$ cat src/rtl/conn_lookup_requester.sv
// Lookup initiator for the connection manager: issues tagged key lookups, pairs in-order responses with their tags.
// Optional CONN_LOOKUP_STATS_EN adds saturating hit_count / miss_count outputs.
module conn_lookup_requester #(
    parameter int KEY_W           = 64,
    parameter int RESP_W          = 32,
    parameter int TAG_W           = 8,
    parameter int MAX_OUTSTANDING = 4
) (
    input  logic                               clk,
    input  logic                               rst,
    input  logic                               s_req_valid,
    output logic                               s_req_ready,
    input  logic [KEY_W-1:0]                   s_req_key,
    input  logic [TAG_W-1:0]                   s_req_tag,
    output logic                               m_lookup_valid,
    input  logic                               m_lookup_ready,
    output logic [KEY_W-1:0]                   m_lookup_key,
    input  logic                               s_lookup_valid,
    output logic                               s_lookup_ready,
    input  logic                               s_lookup_hit,
    input  logic [RESP_W-1:0]                  s_lookup_resp,
    output logic                               m_res_valid,
    input  logic                               m_res_ready,
    output logic [TAG_W-1:0]                   m_res_tag,
    output logic                               m_res_hit,
    output logic [RESP_W-1:0]                  m_res_resp,
`ifdef CONN_LOOKUP_STATS_EN
    output logic [31:0]                        hit_count,
    output logic [31:0]                        miss_count,
`endif
    output logic [$clog2(MAX_OUTSTANDING):0]   outstanding,
    output logic                               err_orphan
);

    localparam int PTR_W = $clog2(MAX_OUTSTANDING);
    localparam int CNT_W = PTR_W + 1;
    localparam logic [CNT_W-1:0] MAX_CNT = CNT_W'(MAX_OUTSTANDING);
    localparam logic [CNT_W-1:0] CNT_ONE = CNT_W'(1);
    localparam logic [PTR_W-1:0] PTR_ONE = PTR_W'(1);

    logic               req_valid;
    logic [KEY_W-1:0]   req_key;
    logic [TAG_W-1:0]   req_tag;

    logic [TAG_W-1:0]   tag_mem [MAX_OUTSTANDING];
    logic [PTR_W-1:0]   wr_ptr;
    logic [PTR_W-1:0]   rd_ptr;
    logic [CNT_W-1:0]   fifo_count;

    logic               res_valid;
    logic               req_fire;
    logic               issue_fire;
    logic               rsp_fire;
    logic               fifo_empty;
    logic               pop;
    logic               orphan;

    assign fifo_empty = (fifo_count == '0);
    assign req_fire   = s_req_valid && s_req_ready;
    assign issue_fire = req_valid && m_lookup_ready;
    assign rsp_fire   = s_lookup_valid && s_lookup_ready;
    assign pop        = rsp_fire && !fifo_empty;
    assign orphan     = rsp_fire && fifo_empty;

    // Conservative bound: a pop in the same cycle does not free a slot, so the FIFO can never overflow.
    assign s_req_ready    = (!req_valid || m_lookup_ready) && (outstanding < MAX_CNT);
    assign s_lookup_ready = !res_valid || m_res_ready || fifo_empty;

    assign m_lookup_valid = req_valid;
    assign m_lookup_key   = req_key;
    assign m_res_valid    = res_valid;

    always_ff @(posedge clk or posedge rst) begin
        if (rst) begin
            req_valid <= 1'b0;
            req_key   <= '0;
            req_tag   <= '0;
        end else if (req_fire) begin
            req_valid <= 1'b1;
            req_key   <= s_req_key;
            req_tag   <= s_req_tag;
        end else if (issue_fire) begin
            req_valid <= 1'b0;
        end
    end

    // NOTE: the tag storage has no reset; only pointers and count define validity, so stale entries are never read.
    always_ff @(posedge clk) begin
        if (issue_fire) tag_mem[wr_ptr] <= req_tag;
    end

    always_ff @(posedge clk or posedge rst) begin
        if (rst) begin
            wr_ptr     <= '0;
            rd_ptr     <= '0;
            fifo_count <= '0;
        end else begin
            if (issue_fire) wr_ptr <= wr_ptr + PTR_ONE;
            if (pop)        rd_ptr <= rd_ptr + PTR_ONE;
            case ({issue_fire, pop})
                2'b10:   fifo_count <= fifo_count + CNT_ONE;
                2'b01:   fifo_count <= fifo_count - CNT_ONE;
                default: fifo_count <= fifo_count;
            endcase
        end
    end

    // Registered copy of fifo_count + req_valid, kept so the output is glitch-free.
    always_ff @(posedge clk or posedge rst) begin
        if (rst) begin
            outstanding <= '0;
        end else begin
            case ({req_fire, pop})
                2'b10:   outstanding <= outstanding + CNT_ONE;
                2'b01:   outstanding <= outstanding - CNT_ONE;
                default: outstanding <= outstanding;
            endcase
        end
    end

    always_ff @(posedge clk or posedge rst) begin
        if (rst) begin
            res_valid  <= 1'b0;
            m_res_tag  <= '0;
            m_res_hit  <= 1'b0;
            m_res_resp <= '0;
            err_orphan <= 1'b0;
        end else begin
            if (pop) begin
                res_valid  <= 1'b1;
                m_res_tag  <= tag_mem[rd_ptr];
                m_res_hit  <= s_lookup_hit;
                m_res_resp <= s_lookup_resp;
            end else if (m_res_ready) begin
                res_valid  <= 1'b0;
            end
            if (orphan) err_orphan <= 1'b1;
        end
    end

`ifdef CONN_LOOKUP_STATS_EN
    always_ff @(posedge clk or posedge rst) begin
        if (rst) begin
            hit_count  <= '0;
            miss_count <= '0;
        end else if (res_valid && m_res_ready) begin
            if (m_res_hit) begin
                if (hit_count != 32'hFFFF_FFFF) hit_count <= hit_count + 32'd1;
            end else begin
                if (miss_count != 32'hFFFF_FFFF) miss_count <= miss_count + 32'd1;
            end
        end
    end
`endif

endmodule

$ cat config.mk
export PLATFORM = sky130hd
export DESIGN_NAME = conn_lookup_requester
export DESIGN_NICKNAME = d
export VERILOG_FILES = /design/src/rtl/conn_lookup_requester.sv
export SDC_FILE = /design/constraint.sdc
export NUM_CORES = 1
export LEC_CHECK = 0
export ABC_AREA = 1
export CORE_MARGIN = 1
export CORE_UTILIZATION = 41
export DETAILED_ROUTE_END_ITERATION = 7
export PLACE_DENSITY_LB_ADDON = 0.08
export SETUP_SLACK_MARGIN = 0.3
export SLEW_MARGIN = 15
export SYNTH_ARGS = -nofsm -noshare
export SYNTH_HDL_FRONTEND = slang
export SYNTH_SLANG_ARGS = --single-unit
export TNS_END_PERCENT = 20
$ cat constraint.sdc
create_clock -name clk -period 4.3 [get_ports clk]
set_clock_uncertainty 0.2 [all_clocks]
set_input_delay 0.86 -clock clk [delete_from_list [all_inputs] [get_ports clk]]
set_output_delay 0.86 -clock clk [all_outputs]
set_load 0.005 [all_outputs]
[Yosys cells after proc, flatten, opt, wreduce, memory -nomap -nowiden]
Memory sizes are Yosys's and may differ from the RTL's. A register that Yosys moved wholly into a read port is not among the register bits.
Index checks and enable logic that the tools add are counted.
Cells by class
  muxes and demuxes: 8
  div/mod/pow operators: 0
  bitwise operators: 0
  shift-type cells: 0
  multiply operators: 0
  eq/ne operators: 4
  add/sub/neg operators: 6
  reduce and logical (&&, ||, !) cells: 17
  order comparisons: 1
Operator list (count)
  3-bit case mux with 2 select lines: 2
  2-bit nonzero test: 4
  3-bit by 1-bit adder with 3-bit output (second input constant): 2
  1-bit logical AND: 6
  1-bit two-way mux: 6
  3-bit by 1-bit subtractor with 3-bit output (second input constant): 2
  2-bit by 1-bit adder with 2-bit output (second input constant): 2
  2-bit by 1-bit equality test with 1-bit output (second input constant): 2
  2-bit equality test (second input constant): 2
  1-bit zero test: 3
  3-bit zero test: 1
  1-bit logical OR: 3
  3-bit < comparator (second input constant): 1
Storage, ports and cells
  bits in latches: 0
  memories: 1
  register bits: 118
  output and inout port bits: 113
  word-level logic and storage cells: 48
  memory bits (read-only): 0
  bits in writable memories: 32
  input port bits: 111
Memories
  tag_mem: depth 4, bits a word 8, read ports 1, clocked after memory_dff 1, write ports 1, RTL line 45  | logic [TAG_W-1:0] tag_mem [MAX_OUTSTANDING];

[Depth between registers and ports, before layout]
  depth in word-level cells: 7
  gate-level depth with buffers: 12

[Least setup slack after synthesis]
Ideal clock, no wire load.
  path type: in2reg
  start: input port m_res_ready
  end: register outstanding[2]
  buffers on the path: 1
  path slack: 1774 ps
  stages on the path: 9
  setup time: 124 ps
  data required time: 3976 ps
  arrival time: 2201 ps
  cells stage by stage: o21ai_1 > nor2_4 > buf_6 > ha_1 > inv_1 > fa_1 > nand2_1 > nand3_1 > xnor2_1
Between the ends
  longest elaborated chain between the ends: 6
  elaborated cells on any way between the ends: 8
  classes of those cells: eq/ne: 2; mux: 1; reduce/logical: 5
RTL lines
  start, declared: RTL line 23  | input logic m_res_ready,
  1-bit logical OR (*) (2 in a row): RTL line 67  | assign s_lookup_ready = !res_valid || m_res_ready || fifo_empty;
  1-bit logical AND (*): RTL line 61  | assign rsp_fire = s_lookup_valid && s_lookup_ready;
  1-bit logical AND (*): RTL line 62  | assign pop = rsp_fire && !fifo_empty;
  via pop: RTL line 55  | logic pop;
  2-bit by 1-bit equality test with 1-bit output / 2-bit equality test (equally long branches): RTL line 113  | case ({req_fire, pop})
  3-bit case mux with 2 select lines / 2-bit nonzero test (equally long branches)
  end signal, assigned: RTL line 114  | 2'b10: outstanding <= outstanding + CNT_ONE;
  end signal, assigned: RTL line 115  | 2'b01: outstanding <= outstanding - CNT_ONE;
  end signal, assigned: RTL line 116  | default: outstanding <= outstanding;
  end, declared: RTL line 31  | output logic [$clog2(MAX_OUTSTANDING):0] outstanding,
The timed path passes the listed nets; every way through them passes the cells marked *.
A chain may end at the register's enable or synchronous reset.

[Final worst setup path]
  start: input port m_res_ready
  end: output port s_lookup_ready
Between the ends
  longest elaborated chain between the ends: 2
RTL lines
  1-bit logical OR (2 in a row): RTL line 67
  end, declared: RTL line 19  | output logic s_lookup_ready,
Every way passes these cells.

==> flow_summary.yaml <==
power:
  p_leak_nw: 4.57
  p_total_mw: 6.58
  ir_drop_v: 0.000579
  power_density_nw_per_um2: 695
critical_path:
  cp_max_fo: 3
  cp_num_buf_inv: 3
  worstSetupPathType: "in -> out"
  start_kind: "primary input"
  critical_path.max_stage_delay_ns: 0.53
  cp_top_family: "buffers and inverters"
  path_cells: "clkdlybuf4s50_1 -> inv_1 -> nand3_1 -> clkdlybuf4s50_1"
  worst_setup_path_end_kind: "primary output"
  required_ns: 3.24
  cpMostUsedCell: "clkdlybuf4s50_1"
  cp_slowest_cell: "clkdlybuf4s50_1"
  cp.arrival_ns: 2.07
clocking:
  ctsResizeCount: 0
  clk_latency_ns: 0.42
  clk_pin_slew_ns: 0.06
  clock-sinks: 158
  htreeDepth: 4
  cts_tree: "built"
  cts-root-buf: "clkbuf_16"
  numCtsBuffers: 17
  cts_setup_buffers: 0
  clock_path_buffers: 2
  ctsHoldBuffers: 0
placement:
  gp_congestion: 0.752
  port_buffers: 223
  dp_cells: 1100
  place_area_um2: 8830
  dp_hpwl_um: 10700
logic_synthesis:
  synthCells: 695
  synth_warnings: 0
  avgSynthCellArea_um2: 9.32
  synth_area_um2: 6480
  synth_edf_count: 32
  synthArstFlopShare_pct: 79.7
  synth_flop_cell: "dfrtp_1"
  ys_ff_latch: 158
  ys_seq_area_share_pct: 63.5
  syn_nets: 814
  ys_types: 23
grt:
  globalRouteOverflowTotal: 0
  grt_max_degree: 74
  grt_pass1_wl_um: 25500
  grt_usage_pct: 20.2
  grt_pass1_vias: 5239
  antenna_found_initial: 0
route:
  drt-total-wl_um: 15800
  drtIter0Drc: 189
  remaining_drc_errors: 0
  wl_per_cell_um: 14.0
  drt-vias-per-instance: 4.64
  first_pass_iters: 4
  vias: 5248
  detail-route-antenna-nets: 0
timing:
  rsz0062_at_grt: "false"
  hold_viol_final: 0
  setup-tns-final_ns: 0
  whs_ns: 0.271
  slew_violations: 0
  setup_viol: 0
  tightest_slew_ns: 0.781
  fmax_mhz: 320
  layout_min_cycle_time_ns: 3.13
  slew_headroom_pct: 47.7
  fin_crit_sh_pct: 72.8
final_layout:
  nNetsFinal: 1027
  mostFrequentLayoutCells: "315 x nand2_1, 222 x clkdlybuf4s50_1, 126 x dfrtp_1, 91 x nand3_1, 52 x inv_1"
  drive_gt1_share_pct: 5.86
  layout_commonest_cell: "nand2_1"
  stdcell_count: 1132
  stdcell_area_um2: 9460
  diodes: 0
  area_growth_pct: 46.0
die:
  die_x_um: 128
  num_io_pins: 224
  rows: 45
  die_h_um: 128
  dieArea_um2: 16300
  start_util_pct: 42.3
  core-area_um2: 15300
status:
  outcome: "finished clean"
flow_run:
  maxCapViolations: 0
worst_hold_path:
  hold_path_class: "reg -> reg"
[power breakdown]
part	internal (mW)	total, mW	switching (mW)
Clock	0.990	1.59	0.595
Sequential	2.17	2.58	0.406
Combinational	1.31	2.42	1.11
Total	4.47	6.58	2.11
[layout make-up]
| cell class | instances | area (um^2) |
|---|---|---|
| Inverter | 55 | 210 |
| Fill cell | 1317 | 5850 |
| Timing Repair Buffer | 230 | 2280 |
| Tap cell | 211 | 264 |
| Clock buffer | 19 | 443 |
| Sequential cell | 158 | 4110 |
| Clock inverter | 13 | 188 |
| Multi-Input combinational cell | 446 | 1960 |
[flip-flops by register name (all words and copies together), names as in the netlist]
register and flops:
err_orphan 1, fifo_count 3, m_lookup_key 64, m_lookup_valid 1
m_res_hit 1, m_res_resp 32, m_res_tag 8, m_res_valid 1
outstanding 3, rd_ptr 2, req_tag 8, tag_mem 32
wr_ptr 2
[stage by stage]
stage	util [%]	setup slack, ns
6_report	61.8	1.17
5_1_grt	61.8	1.07
3_5_place_dp	57.7	0.791
2_1_floorplan	-	1.69
4_1_cts	61.8	1.17
3_3_place_gp	57.7	0.948
[routing by layer]
layer | vias to the layer above | wire length (um) | track usage, %
met5 | - | 0 | 0
met4 | 0 | 295 | 8.03
met3 | 22 | 1310 | 6.97
met2 | 191 | 7450 | 33.2
met1 | 2447 | 6780 | 24.4
li1 | 2588 | - | -
[cells by family after synthesis]
family          count (synthesis)  synth area share [%]
simple gates                  425                  26.9
flops                         158                  63.5
buf+inv                        91                  6.37
fa+ha+maj                       8                  1.78
compound gates                  7                 0.637
xor+xnor                        6                 0.811
[synth_stat cells (2+ instances only)]
cell,n,area (um^2)
xor2_1,3,26.3
nand2_2,11,68.8
clkbuf_1,6,22.5
nand2_1,316,1190
ha_1,6,75.1
inv_2,2,7.51
edfxtp_1,32,961
buf_4,4,30.0
nor2_1,6,22.5
xnor2_1,3,26.3
dfrtp_1,126,3150
buf_2,21,105
a21oi_1,2,10.0
o21ai_0,2,10.0
inv_1,53,199
nand3_1,91,455
fa_1,2,40.0
buf_6,4,45.0
[path summary, 6_finish.rpt]
path	from	end	slack (ns)	cells past startpoint
max	m_res_ready	s_lookup_ready	1.17	4
min	err_orphan$_DFFE_PP0P_	err_orphan$_DFFE_PP0P_	0.27	1
max reg2reg	m_lookup_valid$_DFFE_PP0P_	outstanding[1]$_DFFE_PP0P_	1.72	7
min reg2reg	err_orphan$_DFFE_PP0P_	err_orphan$_DFFE_PP0P_	0.27	1
max in group asynchronous	rst	m_lookup_key[22]$_DFFE_PP0P_	2.53	3
min in group asynchronous	rst	m_res_resp[0]$_DFFE_PP0P_	0.56	2
(Power assumes the default switching activity.)
